**src/rtl/network_pkg.sv**
```systemverilog
// network_pkg: widths, fixed weights/biases and FSM state type shared by
// the two-layer fixed-point network (top: network, sub: network_neuron).
package network_pkg;

    localparam int IN_W   = 33;
    localparam int OUT_W  = 34;
    localparam int WGT_W  = 8;
    localparam int ACC_W  = 48;
    localparam int PROD_W = IN_W + WGT_W;
    localparam int N_IN   = 9;
    localparam int N_HID  = 3;

    localparam logic signed [WGT_W-1:0] W1 [N_HID][N_IN] = '{
        '{8'sd1, 8'sd1, 8'sd1, 8'sd1, 8'sd1, 8'sd1, 8'sd1, 8'sd1, 8'sd1},
        '{-8'sd1, -8'sd1, -8'sd1, -8'sd1, -8'sd1, -8'sd1, -8'sd1, -8'sd1, -8'sd1},
        '{8'sd0, 8'sd1, 8'sd2, 8'sd3, 8'sd4, 8'sd5, 8'sd6, 8'sd7, 8'sd8}
    };
    localparam logic signed [ACC_W-1:0] B1 [N_HID] = '{48'sd0, 48'sd0, 48'sd0};
    localparam logic signed [WGT_W-1:0] W2 [N_HID] = '{8'sd1, 8'sd1, 8'sd1};
    localparam logic signed [ACC_W-1:0] B2 = 48'sd0;

    typedef enum logic [1:0] {
        S_IDLE = 2'd0,
        S_L1   = 2'd1,
        S_L2   = 2'd2,
        S_DONE = 2'd3
    } state_t;

endpackage

```
**src/rtl/network_neuron.sv**
```systemverilog
// network_neuron: serial multiply-accumulate neuron. clr_i zeroes the
// accumulator, acc_i adds x_i*w_i, fin_i (together with the last acc_i)
// registers bias + optional ReLU + saturation of the completed sum.
module network_neuron
    import network_pkg::*;
#(
    parameter int                       SAT_W   = IN_W,
    parameter bit                       RELU_EN = 1'b0,
    parameter logic signed [ACC_W-1:0]  BIAS    = {ACC_W{1'b0}}
) (
    input  logic                    clk,
    input  logic                    rst_n,
    input  logic                    clr_i,
    input  logic                    acc_i,
    input  logic                    fin_i,
    input  logic signed [IN_W-1:0]  x_i,
    input  logic signed [WGT_W-1:0] w_i,
    output logic signed [SAT_W-1:0] y_o
);

    localparam logic signed [ACC_W-1:0] SAT_MAX =
        $signed({{(ACC_W-SAT_W+1){1'b0}}, {(SAT_W-1){1'b1}}});
    localparam logic signed [ACC_W-1:0] SAT_MIN =
        $signed({{(ACC_W-SAT_W+1){1'b1}}, {(SAT_W-1){1'b0}}});

    logic signed [PROD_W-1:0] x_ext_s;
    logic signed [PROD_W-1:0] w_ext_s;
    logic signed [PROD_W-1:0] prod_s;
    logic signed [ACC_W-1:0]  sum_s;
    logic signed [ACC_W-1:0]  biased_s;
    logic signed [ACC_W-1:0]  act_s;
    logic signed [SAT_W-1:0]  sat_s;
    logic signed [ACC_W-1:0]  acc_q;
    logic signed [SAT_W-1:0]  y_q;

    // Product and running sum including the current term, so finalize can
    // coincide with the last accumulate.
    always_comb begin
        x_ext_s  = {{(PROD_W-IN_W){x_i[IN_W-1]}}, x_i};
        w_ext_s  = {{(PROD_W-WGT_W){w_i[WGT_W-1]}}, w_i};
        prod_s   = x_ext_s * w_ext_s;
        sum_s    = acc_q + {{(ACC_W-PROD_W){prod_s[PROD_W-1]}}, prod_s};
        biased_s = sum_s + BIAS;
    end

    // Activation then clamp to the signed SAT_W range.
    always_comb begin
        if (RELU_EN && biased_s[ACC_W-1]) begin
            act_s = {ACC_W{1'b0}};
        end else begin
            act_s = biased_s;
        end
        if (act_s > SAT_MAX) begin
            sat_s = SAT_MAX[SAT_W-1:0];
        end else if (act_s < SAT_MIN) begin
            sat_s = SAT_MIN[SAT_W-1:0];
        end else begin
            sat_s = act_s[SAT_W-1:0];
        end
    end

    // Accumulator register: clear on new vector, add on each MAC cycle.
    always_ff @(posedge clk or negedge rst_n) begin
        if (!rst_n) begin
            acc_q <= {ACC_W{1'b0}};
        end else if (clr_i) begin
            acc_q <= {ACC_W{1'b0}};
        end else if (acc_i) begin
            acc_q <= sum_s;
        end else begin
            acc_q <= acc_q;
        end
    end

    // Neuron output register, loaded once per vector on the final MAC.
    always_ff @(posedge clk or negedge rst_n) begin
        if (!rst_n) begin
            y_q <= {SAT_W{1'b0}};
        end else if (acc_i && fin_i) begin
            y_q <= sat_s;
        end else begin
            y_q <= y_q;
        end
    end

    assign y_o = y_q;

endmodule

```
**src/rtl/network.sv**
```systemverilog
// network: fixed-weight 9-3-1 fixed-point inference engine. One start in
// IDLE captures a vector; 9 L1 cycles, 3 L2 cycles and one DONE cycle later
// out_2 updates with a one-cycle end_2 strobe.
// Build option: define NETWORK_RELU_EN for ReLU on the hidden layer.
module network
    import network_pkg::*;
(
    input  logic                    clk,
    input  logic                    rst_n,
    input  logic                    start,
    input  logic signed [IN_W-1:0]  input_0,
    input  logic signed [IN_W-1:0]  input_1,
    input  logic signed [IN_W-1:0]  input_2,
    input  logic signed [IN_W-1:0]  input_3,
    input  logic signed [IN_W-1:0]  input_4,
    input  logic signed [IN_W-1:0]  input_5,
    input  logic signed [IN_W-1:0]  input_6,
    input  logic signed [IN_W-1:0]  input_7,
    input  logic signed [IN_W-1:0]  input_8,
    output logic signed [OUT_W-1:0] out_2,
    output logic                    end_2
);

`ifdef NETWORK_RELU_EN
    localparam bit HID_RELU = 1'b1;
`else
    localparam bit HID_RELU = 1'b0;
`endif

    state_t                   state_q, state_d;
    logic [3:0]               cnt_q, cnt_d;
    logic signed [IN_W-1:0]   x_in_s [N_IN];
    logic signed [IN_W-1:0]   x_q    [N_IN];
    logic signed [IN_W-1:0]   x_sel_s;
    logic signed [IN_W-1:0]   hid_s  [N_HID];
    logic signed [IN_W-1:0]   h_sel_s;
    logic signed [WGT_W-1:0]  w2_sel_s;
    logic signed [OUT_W-1:0]  y_out_s;
    logic                     clr_s, l1_acc_s, l1_fin_s, l2_acc_s, l2_fin_s;
    logic signed [OUT_W-1:0]  out_2_q;
    logic                     end_2_q;

    assign x_in_s = '{input_0, input_1, input_2, input_3, input_4,
                      input_5, input_6, input_7, input_8};

    // Next-state, index counter and MAC control decode.
    always_comb begin
        state_d  = state_q;
        cnt_d    = cnt_q;
        clr_s    = 1'b0;
        l1_acc_s = 1'b0;
        l1_fin_s = 1'b0;
        l2_acc_s = 1'b0;
        l2_fin_s = 1'b0;
        case (state_q)
            S_IDLE: begin
                if (start) begin
                    state_d = S_L1;
                    cnt_d   = 4'd0;
                    clr_s   = 1'b1;
                end else begin
                    state_d = S_IDLE;
                end
            end
            S_L1: begin
                l1_acc_s = 1'b1;
                if (cnt_q == 4'(N_IN - 1)) begin
                    l1_fin_s = 1'b1;
                    cnt_d    = 4'd0;
                    state_d  = S_L2;
                end else begin
                    cnt_d    = cnt_q + 4'd1;
                end
            end
            S_L2: begin
                l2_acc_s = 1'b1;
                if (cnt_q == 4'(N_HID - 1)) begin
                    l2_fin_s = 1'b1;
                    cnt_d    = 4'd0;
                    state_d  = S_DONE;
                end else begin
                    cnt_d    = cnt_q + 4'd1;
                end
            end
            S_DONE: begin
                state_d = S_IDLE;
            end
            default: begin
                state_d = S_IDLE;
                cnt_d   = 4'd0;
            end
        endcase
    end

    // State and index registers.
    always_ff @(posedge clk or negedge rst_n) begin
        if (!rst_n) begin
            state_q <= S_IDLE;
            cnt_q   <= 4'd0;
        end else begin
            state_q <= state_d;
            cnt_q   <= cnt_d;
        end
    end

    // Input vector capture on an accepted start.
    always_ff @(posedge clk or negedge rst_n) begin
        if (!rst_n) begin
            for (int i = 0; i < N_IN; i++) x_q[i] <= {IN_W{1'b0}};
        end else if (clr_s) begin
            for (int i = 0; i < N_IN; i++) x_q[i] <= x_in_s[i];
        end else begin
            for (int i = 0; i < N_IN; i++) x_q[i] <= x_q[i];
        end
    end

    // Operand selection for both layers from the shared index.
    always_comb begin
        x_sel_s = x_q[cnt_q];
        case (cnt_q)
            4'd0: begin h_sel_s = hid_s[0]; w2_sel_s = W2[0]; end
            4'd1: begin h_sel_s = hid_s[1]; w2_sel_s = W2[1]; end
            4'd2: begin h_sel_s = hid_s[2]; w2_sel_s = W2[2]; end
            default: begin h_sel_s = {IN_W{1'b0}}; w2_sel_s = {WGT_W{1'b0}}; end
        endcase
    end

    for (genvar g = 0; g < N_HID; g++) begin : g_hid
        network_neuron #(
            .SAT_W  (IN_W),
            .RELU_EN(HID_RELU),
            .BIAS   (B1[g])
        ) u_hid (
            .clk  (clk),
            .rst_n(rst_n),
            .clr_i(clr_s),
            .acc_i(l1_acc_s),
            .fin_i(l1_fin_s),
            .x_i  (x_sel_s),
            .w_i  (W1[g][cnt_q]),
            .y_o  (hid_s[g])
        );
    end

    network_neuron #(
        .SAT_W  (OUT_W),
        .RELU_EN(1'b0),
        .BIAS   (B2)
    ) u_out (
        .clk  (clk),
        .rst_n(rst_n),
        .clr_i(clr_s),
        .acc_i(l2_acc_s),
        .fin_i(l2_fin_s),
        .x_i  (h_sel_s),
        .w_i  (w2_sel_s),
        .y_o  (y_out_s)
    );

    // Result register and completion strobe, updated on leaving DONE.
    always_ff @(posedge clk or negedge rst_n) begin
        if (!rst_n) begin
            out_2_q <= {OUT_W{1'b0}};
            end_2_q <= 1'b0;
        end else if (state_q == S_DONE) begin
            out_2_q <= y_out_s;
            end_2_q <= 1'b1;
        end else begin
            out_2_q <= out_2_q;
            end_2_q <= 1'b0;
        end
    end

    assign out_2 = out_2_q;
    assign end_2 = end_2_q;

endmodule

```
**config.mk**
```make
export PLATFORM = sky130hd
export DESIGN_NAME = network
export DESIGN_NICKNAME = d
export VERILOG_FILES = /design/src/rtl/network_pkg.sv /design/src/rtl/network_neuron.sv /design/src/rtl/network.sv
export SDC_FILE = /design/constraint.sdc
export NUM_CORES = 2
export LEC_CHECK = 0
export CAP_MARGIN = 10
export CORE_ASPECT_RATIO = 0.9
export CORE_MARGIN = 2
export CORE_UTILIZATION = 55
export DETAILED_ROUTE_END_ITERATION = 10
export MAX_ROUTING_LAYER = met4
export PLACE_DENSITY = 0.78
export SLEW_MARGIN = 20
export SYNTH_ARGS = -nofsm -noshare
export SYNTH_HDL_FRONTEND = slang
export SYNTH_SLANG_ARGS = --single-unit
```
**constraint.sdc**
```tcl
create_clock -name clk -period 13.55 [get_ports clk]
set_input_delay 2.0325 -clock clk [delete_from_list [all_inputs] [get_ports clk]]
set_output_delay 2.0325 -clock clk [all_outputs]
set_load 0.005 [all_outputs]
```
==> impl_results.md <==
* First-pass GRT wire length at 229,500 µm
* Chip Width at 328.3 µm
* Share of cells above drive strength 1 at 4.843%
* # setup viols final at 0
* Final antenna-violating net count at 0
* Filler cells at 7,948
* GRT Util Overall at between 30% and 40%
* Largest net degree at the start of global routing at 173
* H-tree depth at 3
* Num CTS Buffers at between 70 and 80
* #FFs+latches synth at approximately 660
* Area Growth Syn to Fin at 13.64%
* Fmax at 0.08190 GHz
* Least-Margin Pin Slew at 1.202 ns
* Worst clock skew at 0.04167 ns
* Most common cell after layout, fill and taps aside: nand2_1
* Register Area at 0.01660 mm²
* Buffers on Ports at 334
* Kind of critical path: flip-flop to flip-flop
* Post-placement setup slack at 1.547 ns
* Status: finished clean
* Crit Path Max Fanout at 33
* Reg clk slew, reported paths at 0.06 ns
* Initial Util at 55.23%
* DIE AREA at 0.09712 mm²
* Worst path arrival time at between 10 and 15 ns
* Clock Sinks at 663
* Io pins at roughly 340
* Chip height at about 300 µm
* PnR worst setup slack at 1.340 ns
* Final Hold Fails at 0
* Setup repair bufs after CTS at 0
* DR vias at 43.52k
* Ys Warns at 0
* Final core utilization at 62.76%
* TritonCTS clock tree: built
* Most used cell, CP: inv_1
* # resized after CTS at 0
* Detail-routed via count per cell at between 5 and 6
* Crit-path slowest cell: a41oi_4
* Root Driver: clkbuf_16
* Maxcap violations at 0
* Worst rel slew slack at around a fifth
* DP HPWL at 106,600 µm
* GP Congestion at approximately 0.96
* Final wirelength at approximately 140,000 µm
* Starting DRT DRC Count at 3,896
* Gr ovfl total at 0
* Hold crit path type: flip-flop to flip-flop
* CP Capture Type: flip-flop
* Biggest cell delay along the critical path at between 0.9 and 1 ns
* Number of global-route vias before repair at 43.59k
* Final net count at 7,220
* Num rows at 107
* Number of flops mapped to enable cells by yosys at 0
* Critical Path Source Type: flip-flop
* Reg2reg setup slack at 1.34 ns
* Most frequent cells in the layout: nand2_1, dfrtp_1, nor2_1, inv_1, ha_1
* Synth Flop Type: dfrtp_1
* Register area share after synthesis at 31.87%
* Drt drc at 0
* Clk_lat worst skew at 0.67 ns
* Post-synth cell types at 79
* Async SR Flop Fraction at 100.0%
* RSZ-0062 raised after global routing: no
* WHS at 0.4732 ns
* Slew Limit Fails at 0
* Syn Nets at around 7k
* Final min period at between 10 and 15 ns
* Clk buf depth at 3
* Drt wl/cell at 18.73 µm
* Core ar. at 0.09425 mm²
* CTS Hold Buffers Added at 0
* First-pass iteration count of the detailed router at 8
* CP Data Required Time at 14.11 ns
* Setup TNS at 0 ns
* Initial antenna violation count at 1
* Gate Count Post-Synth at 6,043
* Final Cycle Share at approximately nine tenths
* Multi-input gate area at ~0.032 mm²
* Post-Syn Area at 0.05205 mm²
* Mapped Avg Cell Area at approximately 8.6 µm²
[worst max-delay path, delay by kind of cell, from the launching register on]
kind            cells  cell delay, ns
fa+ha+maj           6            3.09
buf+inv             8            1.55
flops               1            0.73
compound gates     17            5.50
simple gates       10            1.18
[registers in the layout, indices dropped and copies added, names as in the netlist]
signal and cells:
u_out.y_o 34, g_hid.u_hid.acc_q 144, out_2 34, cnt_q 4, u_out.acc_q 48, g_hid.u_hid.y_o 99
x_q 297, end_2 1, state_q 2
[cells by family after synthesis]
group / after synthesis / synth area share, %
fa+ha+maj: 681 / 20.06
compound gates: 1164 / 14.16
xor+xnor: 236 / 3.971
mux: 271 / 6.091
buf+inv: 843 / 6.144
simple gates: 2185 / 17.70
flops: 663 / 31.87
[path summary, 6_finish.rpt]
path / depth (start not counted) / to / start
setup / recovery: 41 / g_hid[1].u_hid.y_o[14] / cnt_q[1]
hold / removal: 2 / x_q[146] / x_q[146]
setup reg to reg: 41 / g_hid[1].u_hid.y_o[14] / cnt_q[1]
hold reg to reg: 2 / x_q[146] / x_q[146]
max in group asynchronous: 3 / x_q[159] / rst_n
min in group asynchronous: 1 / out_2[5] / rst_n
[synthesized netlist by cell type, types with 36 or more instances]
library cell	count	area share, %
nor3_1	38	0.37
and2_1	64	0.77
inv_1	563	4.1
and3_1	73	0.88
o21a_1	58	0.84
nand4_1	46	0.55
o22ai_1	36	0.43
a21o_1	143	2.1
xor2_1	83	1.4
nor2_1	584	4.2
nand3_1	54	0.52
nand2b_1	37	0.44
xnor2_1	153	2.6
nor2b_1	39	0.47
clkbuf_1	238	1.7
a21oi_1	374	3.6
a211oi_1	39	0.56
fa_1	256	9.8
mux2i_1	202	3.9
o21bai_1	36	0.52
o21ai_0	242	2.3
dfrtp_1	663	32
mux2_2	36	0.78
ha_1	425	10
a31oi_1	38	0.46
nand2_1	1180	8.5
[per-stage QoR]
stage	cells	cell area (µm²)
CTS	7549	59110
floorplan	6043	52050
finish	7552	59160
global placement	7414	56550
detailed placement	7414	56550
global route	7552	59160
[area by class of cell]
type	instances	share of cell area, %
Antenna cell	1	0.004230
Clock buffer	96	3.441
Clock inverter	39	0.8905
Inverter	563	3.575
Multi-Input combinational cell	4537	54.77
Sequential cell	663	28.06
Tap cell	1253	2.650
Timing Repair Buffer	400	6.616
[routing by layer]
metal | GRT usage, % | vias up | wire length, µm
li1 | - | 20580 | -
met1 | 41.79 | 21130 | 64000
met2 | 47.12 | 1615 | 64190
met3 | 4.355 | 203 | 10350
met4 | 6.883 | 0 | 2941
met5 | - | - | 0
Power is not shown: default switching activity piles up to over one toggle a cycle in this logic, so the estimate is an artifact.
